===== src/rtl/tz_count_arbiter.sv =====
// Round-robin arbiter sharing one trailing-zero counter between two FPU requesters.
// A single registered result stage with backpressure returns the count tagged with the owner id.
module tz_count_arbiter #(
  parameter int unsigned SizeMantissa = 23,
  parameter int unsigned TagWidth     = 4
) (
  input  logic                                  clk,
  input  logic                                  reset,
  input  logic                                  req0_valid,
  output logic                                  req0_ready,
  input  logic [SizeMantissa+1:0]               req0_mantissa,
  input  logic [TagWidth-1:0]                   req0_tag,
  input  logic                                  req1_valid,
  output logic                                  req1_ready,
  input  logic [SizeMantissa+1:0]               req1_mantissa,
  input  logic [TagWidth-1:0]                   req1_tag,
  output logic                                  rsp_valid,
  input  logic                                  rsp_ready,
  output logic                                  rsp_id,
  output logic [TagWidth-1:0]                   rsp_tag,
  output logic [$clog2(SizeMantissa+1)-1:0]     rsp_trailing_zeros
);

  localparam int unsigned MantW  = SizeMantissa + 2;
  localparam int unsigned CountW = $clog2(SizeMantissa + 1);
  localparam int unsigned ScanW  = SizeMantissa + 1;

  // Lowest set bit wins; an all-zero scan window yields ScanW.
  function automatic logic [CountW-1:0] count_tz(input logic [ScanW-1:0] m);
    logic [CountW-1:0] tz;
    tz = CountW'(ScanW);
    for (int i = int'(ScanW) - 1; i >= 0; i--) begin
      if (m[i]) tz = CountW'(i);
    end
    return tz;
  endfunction

  logic              last_grant;
  logic              free;
  logic              any_valid;
  logic              grant;
  logic              accept;
  logic [MantW-1:0]  sel_mantissa;
  logic [TagWidth-1:0] sel_tag;
  logic              unused_msb;

  assign free      = !rsp_valid || rsp_ready;
  assign any_valid = req0_valid || req1_valid;

  // On contention favour the requester that did not win last time.
  assign grant  = (req0_valid && req1_valid) ? !last_grant : req1_valid;
  assign accept = free && any_valid && !reset;

  assign req0_ready = accept && !grant;
  assign req1_ready = accept && grant;

  assign sel_mantissa = grant ? req1_mantissa : req0_mantissa;
  assign sel_tag      = grant ? req1_tag : req0_tag;
  assign unused_msb   = sel_mantissa[MantW-1];

  // Result stage: load on accept, drain when consumed with nothing new, else hold.
  always_ff @(posedge clk or posedge reset) begin
    if (reset) begin
      rsp_valid          <= 1'b0;
      rsp_id             <= 1'b0;
      rsp_tag            <= '0;
      rsp_trailing_zeros <= '0;
      last_grant         <= 1'b1;
    end else if (accept) begin
      rsp_valid          <= 1'b1;
      rsp_id             <= grant;
      rsp_tag            <= sel_tag;
      rsp_trailing_zeros <= count_tz(sel_mantissa[ScanW-1:0]);
      last_grant         <= grant;
    end else if (rsp_ready) begin
      rsp_valid <= 1'b0;
    end
  end

endmodule


===== config.mk =====
export PLATFORM = sky130hd
export DESIGN_NAME = tz_count_arbiter
export DESIGN_NICKNAME = d
export VERILOG_FILES = /design/src/rtl/tz_count_arbiter.sv
export SDC_FILE = /design/constraint.sdc
export NUM_CORES = 1
export LEC_CHECK = 0
export CORE_MARGIN = 2
export CORE_UTILIZATION = 39
export DETAILED_ROUTE_END_ITERATION = 10
export GPL_TIMING_DRIVEN = 0
export PLACE_DENSITY = 0.94
export RECOVER_POWER = 50
export SYNTH_ARGS = -nofsm -noshare
export SYNTH_HDL_FRONTEND = slang
export SYNTH_SLANG_ARGS = --single-unit

===== constraint.sdc =====
create_clock -name clk -period 5 [get_ports clk]
set_clock_uncertainty 0.2 [all_clocks]
set_input_delay 0.5 -clock clk [delete_from_list [all_inputs] [get_ports clk]]
set_output_delay 0.5 -clock clk [all_outputs]
set_load 0.01 [all_outputs]

==> results of run 1 <==
kinds of logic after synthesis:
logic type / share of synthesized area [%]
and+or+nand+nor: 27.64
buffers and inverters: 8.218
DFF: 25.72
muxes: 8.218
AOI/OAI and AO/OA: 30.20
state kept, by name (all words and copies together) (netlist names):
| register | count |
|---|---|
| last_grant | 1 |
| rsp_trailing_zeros | 5 |
| rsp_id | 1 |
| rsp_tag | 4 |
| rsp_valid | 1 |
area by class of cell:
cell class                 instances  area share, %
multi-input combinational        120          39.35
sequential                        12          15.32
tap                               31          1.971
clock buffer                       4          1.335
inverter                          13          2.479
buffer                             6          2.416
timing repair buffer              73          37.13
per-stage QoR:
stage	hold WS (ns)	setup WS (ns)	util (%)	power [mW]	instance area, um^2
finish	0.2822	1.676	70.16	0.3515	1968
global route	0.3008	1.522	70.16	0.3746	1968
CTS	0.2932	1.666	70.16	0.3572	1968
detailed placement	0.2779	1.666	69.22	0.2957	1942
global placement	0.2694	1.680	69.22	0.2911	1942
floorplan	0.1640	2.889	-	0.1952	1172
path summary, 6_finish.rpt:
kind,slack [ns],start,to
max,1.68,req1_valid,req1_ready
min,0.28,rsp_id,rsp_id
max reg2reg,3.04,last_grant,rsp_trailing_zeros[0]
min reg2reg,0.28,rsp_id,rsp_id
max in group asynchronous,3.70,reset,last_grant
min in group asynchronous,0.54,reset,rsp_trailing_zeros[1]
worst register-to-register path, cell delays in order, from the launching register on:
cell and delay, ns:
dfstp_2 0.55, a21bo_1 0.13, buf_6 0.14, buf_4 0.20, mux2i_1 0.27, o2bb2ai_1 0.11
a21oi_1 0.15, o21ai_0 0.10
cell usage in the layout, fill, tap and decap left out, types with 3 or more instances in the layout:
| cell | Yosys | final |
|---|---|---|
| clkdlybuf4s50_1 | 0 | 66 |
| o31ai_1 | 4 | 4 |
| mux2i_1 | 7 | 7 |
| a21oi_1 | 11 | 11 |
| dfrtp_1 | 11 | 11 |
| nor3_1 | 11 | 11 |
| dlygate4sd3_1 | 0 | 7 |
| nor2_1 | 23 | 23 |
| nand2b_1 | 4 | 4 |
| nand3_1 | 5 | 5 |
| o21ai_0 | 5 | 5 |
| clkbuf_4 | 0 | 3 |
| nor4_1 | 7 | 7 |
| inv_1 | 13 | 13 |
| nand2_1 | 6 | 6 |
| a222oi_1 | 4 | 4 |
metal layers:
layer	global-route usage (%)	part of all wire, %
met1	28.92	44
met5	0	0
met3	4.835	8.1
met4	5.519	1.4
met2	37.62	47
power by group:
part / switching, mW / total, mW / leakage [nW] / internal, mW
combinational: 0.0704 / 0.171 / 0.675 / 0.100
sequential: 0.00772 / 0.120 / 0.151 / 0.113
clock: 0.0298 / 0.0606 / 0.0150 / 0.0308
==> flow_summary.ini, run 1 <==
[cells_and_area]
fillers = 236
multi_input_area_um2 = 774.5
fin_nets = 292
seq_area_um2 = 301.5
synthToLayoutAreaGrowth_pct = 67.88
final_cells = 259
diodes = 0
drive_gt1_share_pct = 8.772

[worst_setup_path]
startpoint_type = input pin
end_kind = output pin
cpMostUsedCell = clkdlybuf4s50_1
slowest_delay_ns = 0.67
r2r_cells = 7
crit_path_top_delay_cell = clkdlybuf4s50_1
arrival_ns = 2.62
path_max_fanout = 8
crit_chain = clkdlybuf4s50_1 > a21bo_1 > buf_6 > nor3_1 > clkdlybuf4s50_1
critPathBufInv = 3
cp_num_cells = 5
path_class = in -> out
crit_required_ns = 4.30
path_delay_family = buffers and inverters

[power_and_ir_drop]
p_leak_nw = 0.8413
vdd_drop_max_mv = 0.1078
p_per_area_mw_per_mm2 = 178.6

[routing]
drc = 7
via_count = 1455
routedWlPerCell_um = 13.91
totalWireLength_mm = 3.602
vias_per_cell = 5.618
first_pass_iters = 7
postRouteAntennaNets = 0
initialDrtViolationCount = 87

[floorplanning]
die_y_um = 58.83
die_area_mm2 = 0.003460
ios = 76
rows = 19
die_x_um = 58.83
core_mm2 = 0.002805
start_util_pct = 41.79

[clocking]
ctsResizeCount = 0
postCtsHoldBufs = 0
cts_setup_buffers = 0
cts_buffers = 3
cts-root-buf = clkbuf_4
cts_tree = built
worstSkewPairLatency_ns = 0.27
clkTransAtPathRegs_ns = 0.06
cts-htree-levels = 1
numClockSinks = 12
clk_path_buf_depth = 2

[status]
status = complete, but fails checks
failed_checks = design-rule violations

[placed_design]
hpwl_mm = 3.052
dp_cells = 255
portBuffers = 73
place.gp.congestion = 0.8337

[sta]
final.setup.tns_ns = 0
setup_viol = 0
fmax_ghz = 0.3008
fin_crit_sh_pct = 66.48
hold_viol_final = 0
tightest_slew_ns = 0.7252
rsz0062_at_grt = false
slew_headroom_pct = 51.28
min_period_ns = 3.324
final-max-slew-violation-count = 0

[synth]
syn_inst = 151
yosysMostFrequentCell = nor2_1
ys_ff_latch = 12
yosysWarnings = 0
synth-edff-count = 0
ys_seq_area_share_pct = 25.72
synthTopCellsByArea = dfrtp_1 (23%), nor2_1 (7.4%), mux2i_1 (6.0%)
syn-num-nets = 214
synth_top_area_share_pct = 23.48
synth_ff_type = dfrtp_1
avgSynthCellArea_um2 = 7.764
netlist_area_mm2 = 0.001172
synth_top_area_cell = dfrtp_1
async_reset_ff_share_pct = 100.0
synth.distinct_cells = 46
ys_top_cells_by_count = nor2_1 (23), inv_1 (13), a21oi_1 (11), dfrtp_1 (11), nor3_1 (11)

[global_route]
grt_pass1_vias = 1396
antenna_found_initial = 0
grt_pass1_wl_mm = 6.078
grt_max_degree = 13
grt_overflow = 0
track_usage_pct = 22.29

[job]
max_cap_viol_count = 0

[worst_hold_path]
hold_depth = 1
worstHoldPathType = reg -> reg
Note: power is estimated with default switching activity, not from simulation.
==> run 2, diff against run 1 <==
Settings changed: CORE_UTILIZATION 39 to 36, PLACE_DENSITY 0.94 to 0.88.
Clock period 5 ns to 3.2 ns, I/O delays scaled along.
==> run 2 against run 1 <==
The run now ends clean. Via count unchanged. Critical path type unchanged. Largest power group unchanged. Hold slack worse by 0.0047 ns. Design area up 1.3%. Global-route usage down 2.2 points. Register-to-register slack worse by 1.8 ns. Sequential share of layout area down 0.20 points. Setup slack worse by 1.5 ns. Non-clock buffer count unchanged. Combinational power up 56%. Final cell count up 5.0%. Routed wire length down 0.31%.
==> flow_summary.ini, run 2 (synthesis results as in run 1) <==
[worst_setup_path]
path_class = in -> out
end_kind = output pin
startpoint_type = input pin
path_max_fanout = 8
r2r_cells = 6
arrival_ns = 2.46
crit_required_ns = 2.68

[sta]
slew_headroom_pct = 48.79
tightest_slew_ns = 0.7623
fin_crit_sh_pct = 93.17
hold-worst-slack_ns = 0.2775
setup_slack_ns = 0.2185
hold_viol_final = 0
fmax_ghz = 0.3354
final.setup.tns_ns = 0
rsz0062_at_grt = false
final-max-slew-violation-count = 0
min_period_ns = 2.982
setup_viol = 0

[power_and_ir_drop]
p_int_mw = 0.4015
p_seq_share_pct = 32.7
p_leak_nw = 0.8473
power_switching_mw = 0.1723
p_clk_share_pct = 20.9
p_sw_share_pct = 30.03
vdd_drop_max_mv = 0.1738
p_per_area_mw_per_mm2 = 287.7
power_frac_comb_pct = 46.4
p_total_mw = 0.5739

[routing]
routedWlPerCell_um = 13.20
via_count = 1455
first_pass_iters = 4
postRouteAntennaNets = 0
vias_per_cell = 5.349
initialDrtViolationCount = 97
drc = 0
totalWireLength_mm = 3.591

[floorplanning]
rows = 20
die_x_um = 61.07
core_mm2 = 0.003078
ios = 76
start_util_pct = 38.09
die_y_um = 61.07
die_area_mm2 = 0.003729

[clocking]
cts_setup_buffers = 0
ctsResizeCount = 0
postCtsHoldBufs = 0
cts-htree-levels = 1
numClockSinks = 12
clkTransAtPathRegs_ns = 0.07
cts_buffers = 3
worstSkewPairLatency_ns = 0.27
cts_tree = built
cts-root-buf = clkbuf_4
clk_path_buf_depth = 2

[global_route]
track_usage_pct = 20.07
grt_overflow = 0
antenna_found_initial = 0
grt_pass1_wl_mm = 5.678
grt_max_degree = 13
grt_pass1_vias = 1404

[cells_and_area]
final_cells = 272
fin_nets = 292
layout_commonest_cell = clkdlybuf4s50_1
largest_register_ffs = 5
regMostFlops = rsp_trailing_zeros
fin_area_mm2 = 0.001994
fillers = 285
synthToLayoutAreaGrowth_pct = 70.12
diodes = 0
drive_gt1_share_pct = 9.211
top_regs = rsp_trailing_zeros (5), rsp_tag (4)
postLayoutCoreUtil_pct = 64.80
mostFrequentLayoutCells = clkdlybuf4s50_1 (66), nor2_1 (23), inv_1 (13)

[placed_design]
place_area_mm2 = 0.001958
dp_cells = 268
hpwl_mm = 2.987
post-place-ws_ns = 0.1513
portBuffers = 73
place.gp.congestion = 0.8008

[worst_hold_path]
hold_depth = 1
worstHoldPathType = reg -> reg

[status]
status = finished, final reports clean

[job]
max_cap_viol_count = 0
run 2: cell types whose count changed in the layout (fill, tap and decap cells not counted):
cell / delta
clkbuf_8: +1
clkbuf_1: -1
run 2: cell type report:
class	count	area, um^2	area share [%]
multi-input combinational	120	774.5	38.83
tap	44	55.05	2.760
inverter	13	48.80	2.447
sequential	12	301.5	15.12
buffer	6	47.55	2.384
timing repair buffer	73	730.7	36.64
clock buffer	4	36.28	1.819
run 2: layer usage:
layer  wire (um)  global-route usage, %
met5           0                      0
met4          44                  5.590
met3         182                  3.151
met2        1852                  36.78
met1        1511                  24.15
run 2: final timing paths:
check | startpoint | endpoint | slack, ns
max in group asynchronous | reset | last_grant | 2.11
hold reg to reg | rsp_id | rsp_id | 0.28
min in group asynchronous | reset | rsp_tag[0] | 0.35
setup reg to reg | last_grant | rsp_trailing_zeros[2] | 1.26
setup / recovery | req1_valid | req1_ready | 0.22
hold / removal | rsp_id | rsp_id | 0.28
run 2: power groups by stage:
| stage | Clock, mW | Sequential, mW | Combinational, mW |
|---|---|---|---|
| after global placement | 0 | 0.190 | 0.266 |
| after detailed placement | 0 | 0.191 | 0.270 |
| after CTS | 0.124 | 0.188 | 0.272 |
| final | 0.120 | 0.187 | 0.267 |
| after floorplan | 0 | 0.200 | 0.105 |
| after global routing | 0.131 | 0.192 | 0.290 |
run 2: worst max-delay path, stage by stage:
cell and delay [ns]:
clkdlybuf4s50_1 0.49, a21bo_1 0.22, buf_6 0.14, nor3_1 0.63, clkdlybuf4s50_1 0.67
